File: src/rtl/fpcvt_pipe.sv
// fpcvt_pipe: three-stage pipelined converter from a DW-bit two's-complement
// integer to a small sign / exponent / significand float. The result value is
// out_f * 2^out_e with sign out_s.
//   S1: sign capture and magnitude
//   S2: leading-one detect, significand extraction, round bit (+ sticky)
//   S3: rounding, carry renormalisation, saturation, registered outputs
// Handshake: valid/ready on both sides. Each stage advances when its
// successor is empty or advancing, so bubbles collapse.
// Ports:
//   clk, rst              rising-edge clock, synchronous active-high reset
//   in_valid/in_ready     input handshake, in_data = DW-bit sample
//   out_valid/out_ready   output handshake
//   out_s/out_e/out_f     sign, EW-bit exponent, FW-bit significand
//   out_sat               result saturated (overflow or most-negative input)
//   busy                  any pipeline stage holds a sample
// Build option: define FPCVT_RNE_EN for round-to-nearest-even; otherwise the
// significand is incremented whenever the round bit is set.
module fpcvt_pipe #(
    parameter int DW = 12,
    parameter int EW = 3,
    parameter int FW = 4
) (
    input  logic          clk,
    input  logic          rst,
    input  logic          in_valid,
    output logic          in_ready,
    input  logic [DW-1:0] in_data,
    output logic          out_valid,
    input  logic          out_ready,
    output logic          out_s,
    output logic [EW-1:0] out_e,
    output logic [FW-1:0] out_f,
    output logic          out_sat,
    output logic          busy
);

    localparam int            PW      = $clog2(DW) + 1;
    localparam logic [PW-1:0] FW_P    = PW'(FW);
    localparam logic [DW-1:0] MIN_NEG = {1'b1, {(DW-1){1'b0}}};

    // Stage registers
    logic          v1_r, s1_r, sat1_r;
    logic [DW-1:0] m1_r;
    logic          v2_r, s2_r, sat2_r, r2_r;
    logic [EW:0]   e2_r;
    logic [FW-1:0] f2_r;
`ifdef FPCVT_RNE_EN
    logic          st2_r;
`endif
    logic          v3_r;

    // Handshake: a stage can take new data when empty or when it is moving on
    logic ready1_s, ready2_s, ready3_s;
    assign ready3_s  = !v3_r || out_ready;
    assign ready2_s  = !v2_r || ready3_s;
    assign ready1_s  = !v1_r || ready2_s;
    assign in_ready  = !rst && ready1_s;
    assign out_valid = v3_r;
    assign busy      = v1_r || v2_r || v3_r;

    // S1 combinational magnitude; the most-negative code wraps to 100..0,
    // which is harmless because that case is flagged for saturation.
    logic [DW-1:0] mag_s;
    assign mag_s = in_data[DW-1] ? (~in_data + {{(DW-1){1'b0}}, 1'b1}) : in_data;

    // S1 register: sign, magnitude and most-negative flag
    always_ff @(posedge clk) begin
        if (rst) begin
            v1_r   <= 1'b0;
            s1_r   <= 1'b0;
            sat1_r <= 1'b0;
            m1_r   <= '0;
        end else if (ready1_s) begin
            v1_r   <= in_valid;
            s1_r   <= in_data[DW-1];
            sat1_r <= (in_data == MIN_NEG);
            m1_r   <= mag_s;
        end
    end

    // S2 combinational signals
    logic [PW-1:0] lead_s, sh_s;
    logic [DW-1:0] shifted_s, rshift_s;
    logic [EW:0]   e_s;
    logic [FW-1:0] f_s;
    logic          r_s;
`ifdef FPCVT_RNE_EN
    logic [DW-1:0] mask_s;
    logic          st_s;
`endif

    // S2 leading-one detect and extraction of F, round bit and sticky
    always_comb begin
        lead_s    = '0;
        sh_s      = '0;
        shifted_s = '0;
        rshift_s  = '0;
        e_s       = '0;
        f_s       = '0;
        r_s       = 1'b0;
`ifdef FPCVT_RNE_EN
        mask_s    = '0;
        st_s      = 1'b0;
`endif
        for (int i = 0; i < DW; i++) begin
            lead_s = m1_r[i] ? PW'(i) : lead_s;
        end
        if (lead_s < FW_P) begin
            // Small magnitudes (including zero) are exact with E=0
            f_s = m1_r[FW-1:0];
        end else begin
            sh_s      = lead_s - FW_P + PW'(1);
            e_s       = (EW+1)'(sh_s);
            shifted_s = m1_r >> sh_s;
            f_s       = shifted_s[FW-1:0];
            rshift_s  = m1_r >> (sh_s - PW'(1));
            r_s       = rshift_s[0];
`ifdef FPCVT_RNE_EN
            mask_s    = (DW'(1) << (sh_s - PW'(1))) - DW'(1);
            st_s      = |(m1_r & mask_s);
`endif
        end
    end

    // S2 register: exponent (one extra bit for overflow), significand, R, S
    always_ff @(posedge clk) begin
        if (rst) begin
            v2_r   <= 1'b0;
            s2_r   <= 1'b0;
            sat2_r <= 1'b0;
            e2_r   <= '0;
            f2_r   <= '0;
            r2_r   <= 1'b0;
`ifdef FPCVT_RNE_EN
            st2_r  <= 1'b0;
`endif
        end else if (ready2_s) begin
            v2_r   <= v1_r;
            s2_r   <= s1_r;
            sat2_r <= sat1_r;
            e2_r   <= e_s;
            f2_r   <= f_s;
            r2_r   <= r_s;
`ifdef FPCVT_RNE_EN
            st2_r  <= st_s;
`endif
        end
    end

    // S3 combinational signals
    logic          inc_s, ovf_s;
    logic [FW:0]   sum_s;
    logic [EW:0]   e_rnd_s;
    logic [FW-1:0] f_rnd_s;

    // S3 rounding increment, carry renormalisation and overflow detect
    always_comb begin
`ifdef FPCVT_RNE_EN
        inc_s = r2_r && (st2_r || f2_r[0]);
`else
        inc_s = r2_r;
`endif
        sum_s = {1'b0, f2_r} + {{FW{1'b0}}, inc_s};
        if (sum_s[FW]) begin
            f_rnd_s = {1'b1, {(FW-1){1'b0}}};
            e_rnd_s = e2_r + {{EW{1'b0}}, 1'b1};
        end else begin
            f_rnd_s = sum_s[FW-1:0];
            e_rnd_s = e2_r;
        end
        ovf_s = sat2_r || e_rnd_s[EW];
    end

    // S3 output register; holds while the consumer stalls
    always_ff @(posedge clk) begin
        if (rst) begin
            v3_r    <= 1'b0;
            out_s   <= 1'b0;
            out_e   <= '0;
            out_f   <= '0;
            out_sat <= 1'b0;
        end else if (ready3_s) begin
            v3_r <= v2_r;
            if (v2_r) begin
                out_s   <= s2_r;
                out_e   <= ovf_s ? {EW{1'b1}} : e_rnd_s[EW-1:0];
                out_f   <= ovf_s ? {FW{1'b1}} : f_rnd_s;
                out_sat <= ovf_s;
            end
        end
    end

endmodule

File: config.mk
export PLATFORM = sky130hd
export DESIGN_NAME = fpcvt_pipe
export DESIGN_NICKNAME = d
export VERILOG_FILES = /design/src/rtl/fpcvt_pipe.sv
export SDC_FILE = /design/constraint.sdc
export NUM_CORES = 1
export LEC_CHECK = 0
export ABC_AREA = 1
export BUFFER_PORTS_ARGS = -buffer_cell sky130_fd_sc_hd__buf_2
export CAP_MARGIN = 20
export CORE_MARGIN = 2
export CORE_UTILIZATION = 62
export DETAILED_ROUTE_END_ITERATION = 8
export GPL_ROUTABILITY_DRIVEN = 0
export PLACE_DENSITY = 0.85
export SYNTH_ARGS = -nofsm -noshare
export SYNTH_HDL_FRONTEND = slang
export SYNTH_SLANG_ARGS = --single-unit
File: constraint.sdc
create_clock -name clk -period 6.1 [get_ports clk]
set_input_delay 0.61 -clock clk [delete_from_list [all_inputs] [get_ports clk]]
set_output_delay 0.61 -clock clk [all_outputs]
set_load 0.02 [all_outputs]
==> impl_metrics.json <==
{
  "status": "finished clean",
  "p_comb_share_pct": 32.1,
  "route.detailed.drc": 0,
  "finalWorstSetupSlack_ns": 2.824,
  "max_slew_margin_pct": 52.34,
  "grt_max_degree": 29,
  "root_buffer": "clkbuf_8",
  "hold_path.class": "reg -> reg",
  "fin_tns_setup_ns": 0,
  "seqPwrFrac_pct": 38.7,
  "hold_violations": 0,
  "synth_nets": 350,
  "swShare_pct": 35.26,
  "drt-initial-drc-count": 219,
  "placed_cell_area_mm2": 0.002446,
  "path_max_fanout": 20,
  "wl_per_cell_um": 13.24,
  "synthCells": 328,
  "num-nets-final": 376,
  "arrival_ns": 2.67,
  "synthDistinctLibCells": 37,
  "worstSetupPathType": "in -> out",
  "drive_gt1_share_pct": 17.75,
  "cts_buffers": 5,
  "setup.worst_path.start_class": "primary input",
  "rr_worst_depth": 20,
  "die_area_mm2": 0.004197,
  "diodes": 0,
  "dieHeight_um": 64.79,
  "clockPowerShare_pct": 29.2,
  "grt_use_total_pct": 27.21,
  "cap_violations": 0,
  "core_area_mm2": 0.003606,
  "grt_pass1_wl_um": 9087,
  "p_int_uw": 467.6,
  "vias": 2266,
  "syn2layout_area_growth_pct": 11.80,
  "r2r-end": "f2_r[2]$_SDFFE_PP0P_",
  "period_minus_slack_ns": 3.276,
  "place_ws_ns": 2.891,
  "cts_tree": "yes",
  "port_buffers": 27,
  "fmax_ghz": 0.3052,
  "dr.pass1.iters": 4,
  "clkLatencyLatePin_ns": 0.29,
  "grt_pass1_vias": 2133,
  "p_leak_uw": 0.001191,
  "syn_area_per_cell_um2": 6.985,
  "fillers": 297,
  "total_power_uw": 722.3,
  "regToRegStartpoint": "m1_r[2]$_SDFFE_PP0N_",
  "reg2reg_slack_ns": 3.40,
  "multi_input_area_mm2": 0.001350,
  "min_path_cells": 2,
  "vdd_drop_max_v": 0.0002154,
  "detail-route-antenna-nets": 0,
  "cts_buffer_depth": 2,
  "start_util_pct": 63.53,
  "powerDensity_mw_per_mm2": 282.0,
  "rsz0062_at_grt": "no",
  "io_pins": 28,
  "maxSlewViolCount": 0,
  "wirelength_um": 5337,
  "fin_area_mm2": 0.002561,
  "syn_area_mm2": 0.002291,
  "seqCellArea_um2": 740.7,
  "worstSetupEndpointType": "primary output",
  "place_hpwl_um": 3903,
  "post_cts_resized": 0,
  "synth-warning-count": 0,
  "fp.dieW_um": 64.79,
  "p_switching_uw": 254.6,
  "seq_area_frac_synth_pct": 32.33,
  "cts_sinks": 37,
  "cts.hold.buffers_added": 0,
  "min_period_over_period_pct": 53.71,
  "ys_ff_latch": 37,
  "setup_viol": 0,
  "rows": 22,
  "worst_clock_skew_ns": 0.01111,
  "crit_required_ns": 5.49,
  "htreeDepth": 2,
  "hold_ws_ns": 0.4792,
  "hold_end": "s1_r$_SDFFE_PP0N_",
  "grt_overflow_total": 0,
  "antenna_found_initial": 0,
  "clk_pin_slew_worst_paths_ns": 0.07,
  "routed_via_density": 5.623,
  "min_from": "s1_r$_SDFFE_PP0N_",
  "worst_pin_slew_ns": 0.7123,
  "post_cts_buffers": 0
}
## cell type report
type	count	share of cell area, %
Sequential cell	37	28.92
Clock inverter	3	1.808
Multi-Input combinational cell	241	52.71
Timing Repair Buffer	27	5.276
Tap cell	48	2.345
Clock buffer	5	2.687
Inverter	42	6.253
## state kept, by name, summed over array words and instances (netlist names), 3 cells and up
register	cells
e2_r	4
f2_r	4
m1_r	12
out_e	3
out_f	4
## cell usage in the layout, fill, tap and decap left out, types with 6 or more instances in the layout
cell / n
o21ai_0: 25
nand2_1: 69
xnor2_1: 7
a21oi_1: 33
inv_1: 34
o211ai_1: 7
nand3_1: 27
nor2_1: 22
buf_2: 27
ha_1: 6
dfxtp_1: 37
inv_2: 6
## critical path, cell delays in order
cell	delay, ns
buf_2	0.10
nor2_1	0.18
inv_1	0.08
nor2_1	0.55
inv_1	0.39
nor2_4	0.29
inv_2	0.17
nand2_1	0.09
inv_1	0.05
buf_2	0.15
## cells in the mapped netlist
library cell | number | share of area (%)
a21oi_1 | 33 | 7.2
a21oi_2 | 4 | 1.5
a311oi_1 | 1 | 0.38
a31o_2 | 1 | 0.38
a31oi_1 | 2 | 0.55
buf_2 | 2 | 0.44
buf_6 | 1 | 0.49
clkbuf_1 | 5 | 0.82
clkinv_1 | 1 | 0.16
dfxtp_1 | 37 | 32
ha_1 | 6 | 3.3
inv_1 | 34 | 5.6
inv_2 | 6 | 0.98
inv_4 | 1 | 0.27
nand2_1 | 69 | 11
nand2_2 | 3 | 0.82
nand2_4 | 4 | 2.0
nand3_1 | 27 | 5.9
nand3_2 | 1 | 0.44
nand4_1 | 3 | 0.82
nor2_1 | 22 | 3.6
nor2_4 | 3 | 1.5
nor2_8 | 1 | 0.87
nor3_1 | 3 | 0.66
nor3b_1 | 1 | 0.33
nor4_1 | 2 | 0.55
o211ai_1 | 7 | 2.3
o21a_1 | 2 | 0.66
o21ai_0 | 25 | 5.5
o21ai_1 | 1 | 0.22
o221a_2 | 1 | 0.49
o221ai_1 | 2 | 0.76
o31ai_1 | 2 | 0.66
or2_2 | 2 | 0.55
xnor2_1 | 7 | 2.7
xnor2_4 | 1 | 1.2
xor2_1 | 5 | 1.9
## metrics by stage
stage	cells	utilization (%)
6_report	403	71.03
5_1_grt	403	71.03
4_1_cts	403	71.03
3_5_place_dp	395	67.83
3_3_place_gp	395	67.83
2_1_floorplan	328	-
## power by group through the flow
stage	Combinational (µW)	Clock (µW)	Sequential (µW)
2_1_floorplan	174	0	285
3_3_place_gp	221	0	284
3_5_place_dp	225	0	285
4_1_cts	228	212	279
5_1_grt	257	223	282
6_report	232	211	279
## worst max-delay path by stage
stage | from | end | cells past startpoint | slack [ns]
after floorplan | out_ready | in_ready | 10 | 3.78
after global placement | out_ready | in_ready | 10 | 2.98
after detailed placement | out_ready | in_ready | 10 | 2.89
after CTS | out_ready | in_ready | 10 | 2.87
after global routing | out_ready | in_ready | 10 | 2.59
final | out_ready | in_ready | 10 | 2.82
## cell families after synthesis
family | count (synthesis) | synth area share, %
flops | 37 | 32.33
fa+ha+maj | 6 | 3.277
xor+xnor | 13 | 5.789
compound gates | 81 | 20.59
buf+inv | 50 | 8.738
simple gates | 141 | 29.27
## routing by layer
| metal | GRT usage [%] | vias up | part of all wire, % |
|---|---|---|---|
| li1 | - | 1150 | - |
| met1 | 34.39 | 1034 | 44 |
| met2 | 47.04 | 72 | 49 |
| met3 | 4.340 | 10 | 5.0 |
| met5 | 0 | - | 0 |
| met4 | 9.043 | 0 | 1.8 |
Power figures use the tool's default switching activity.
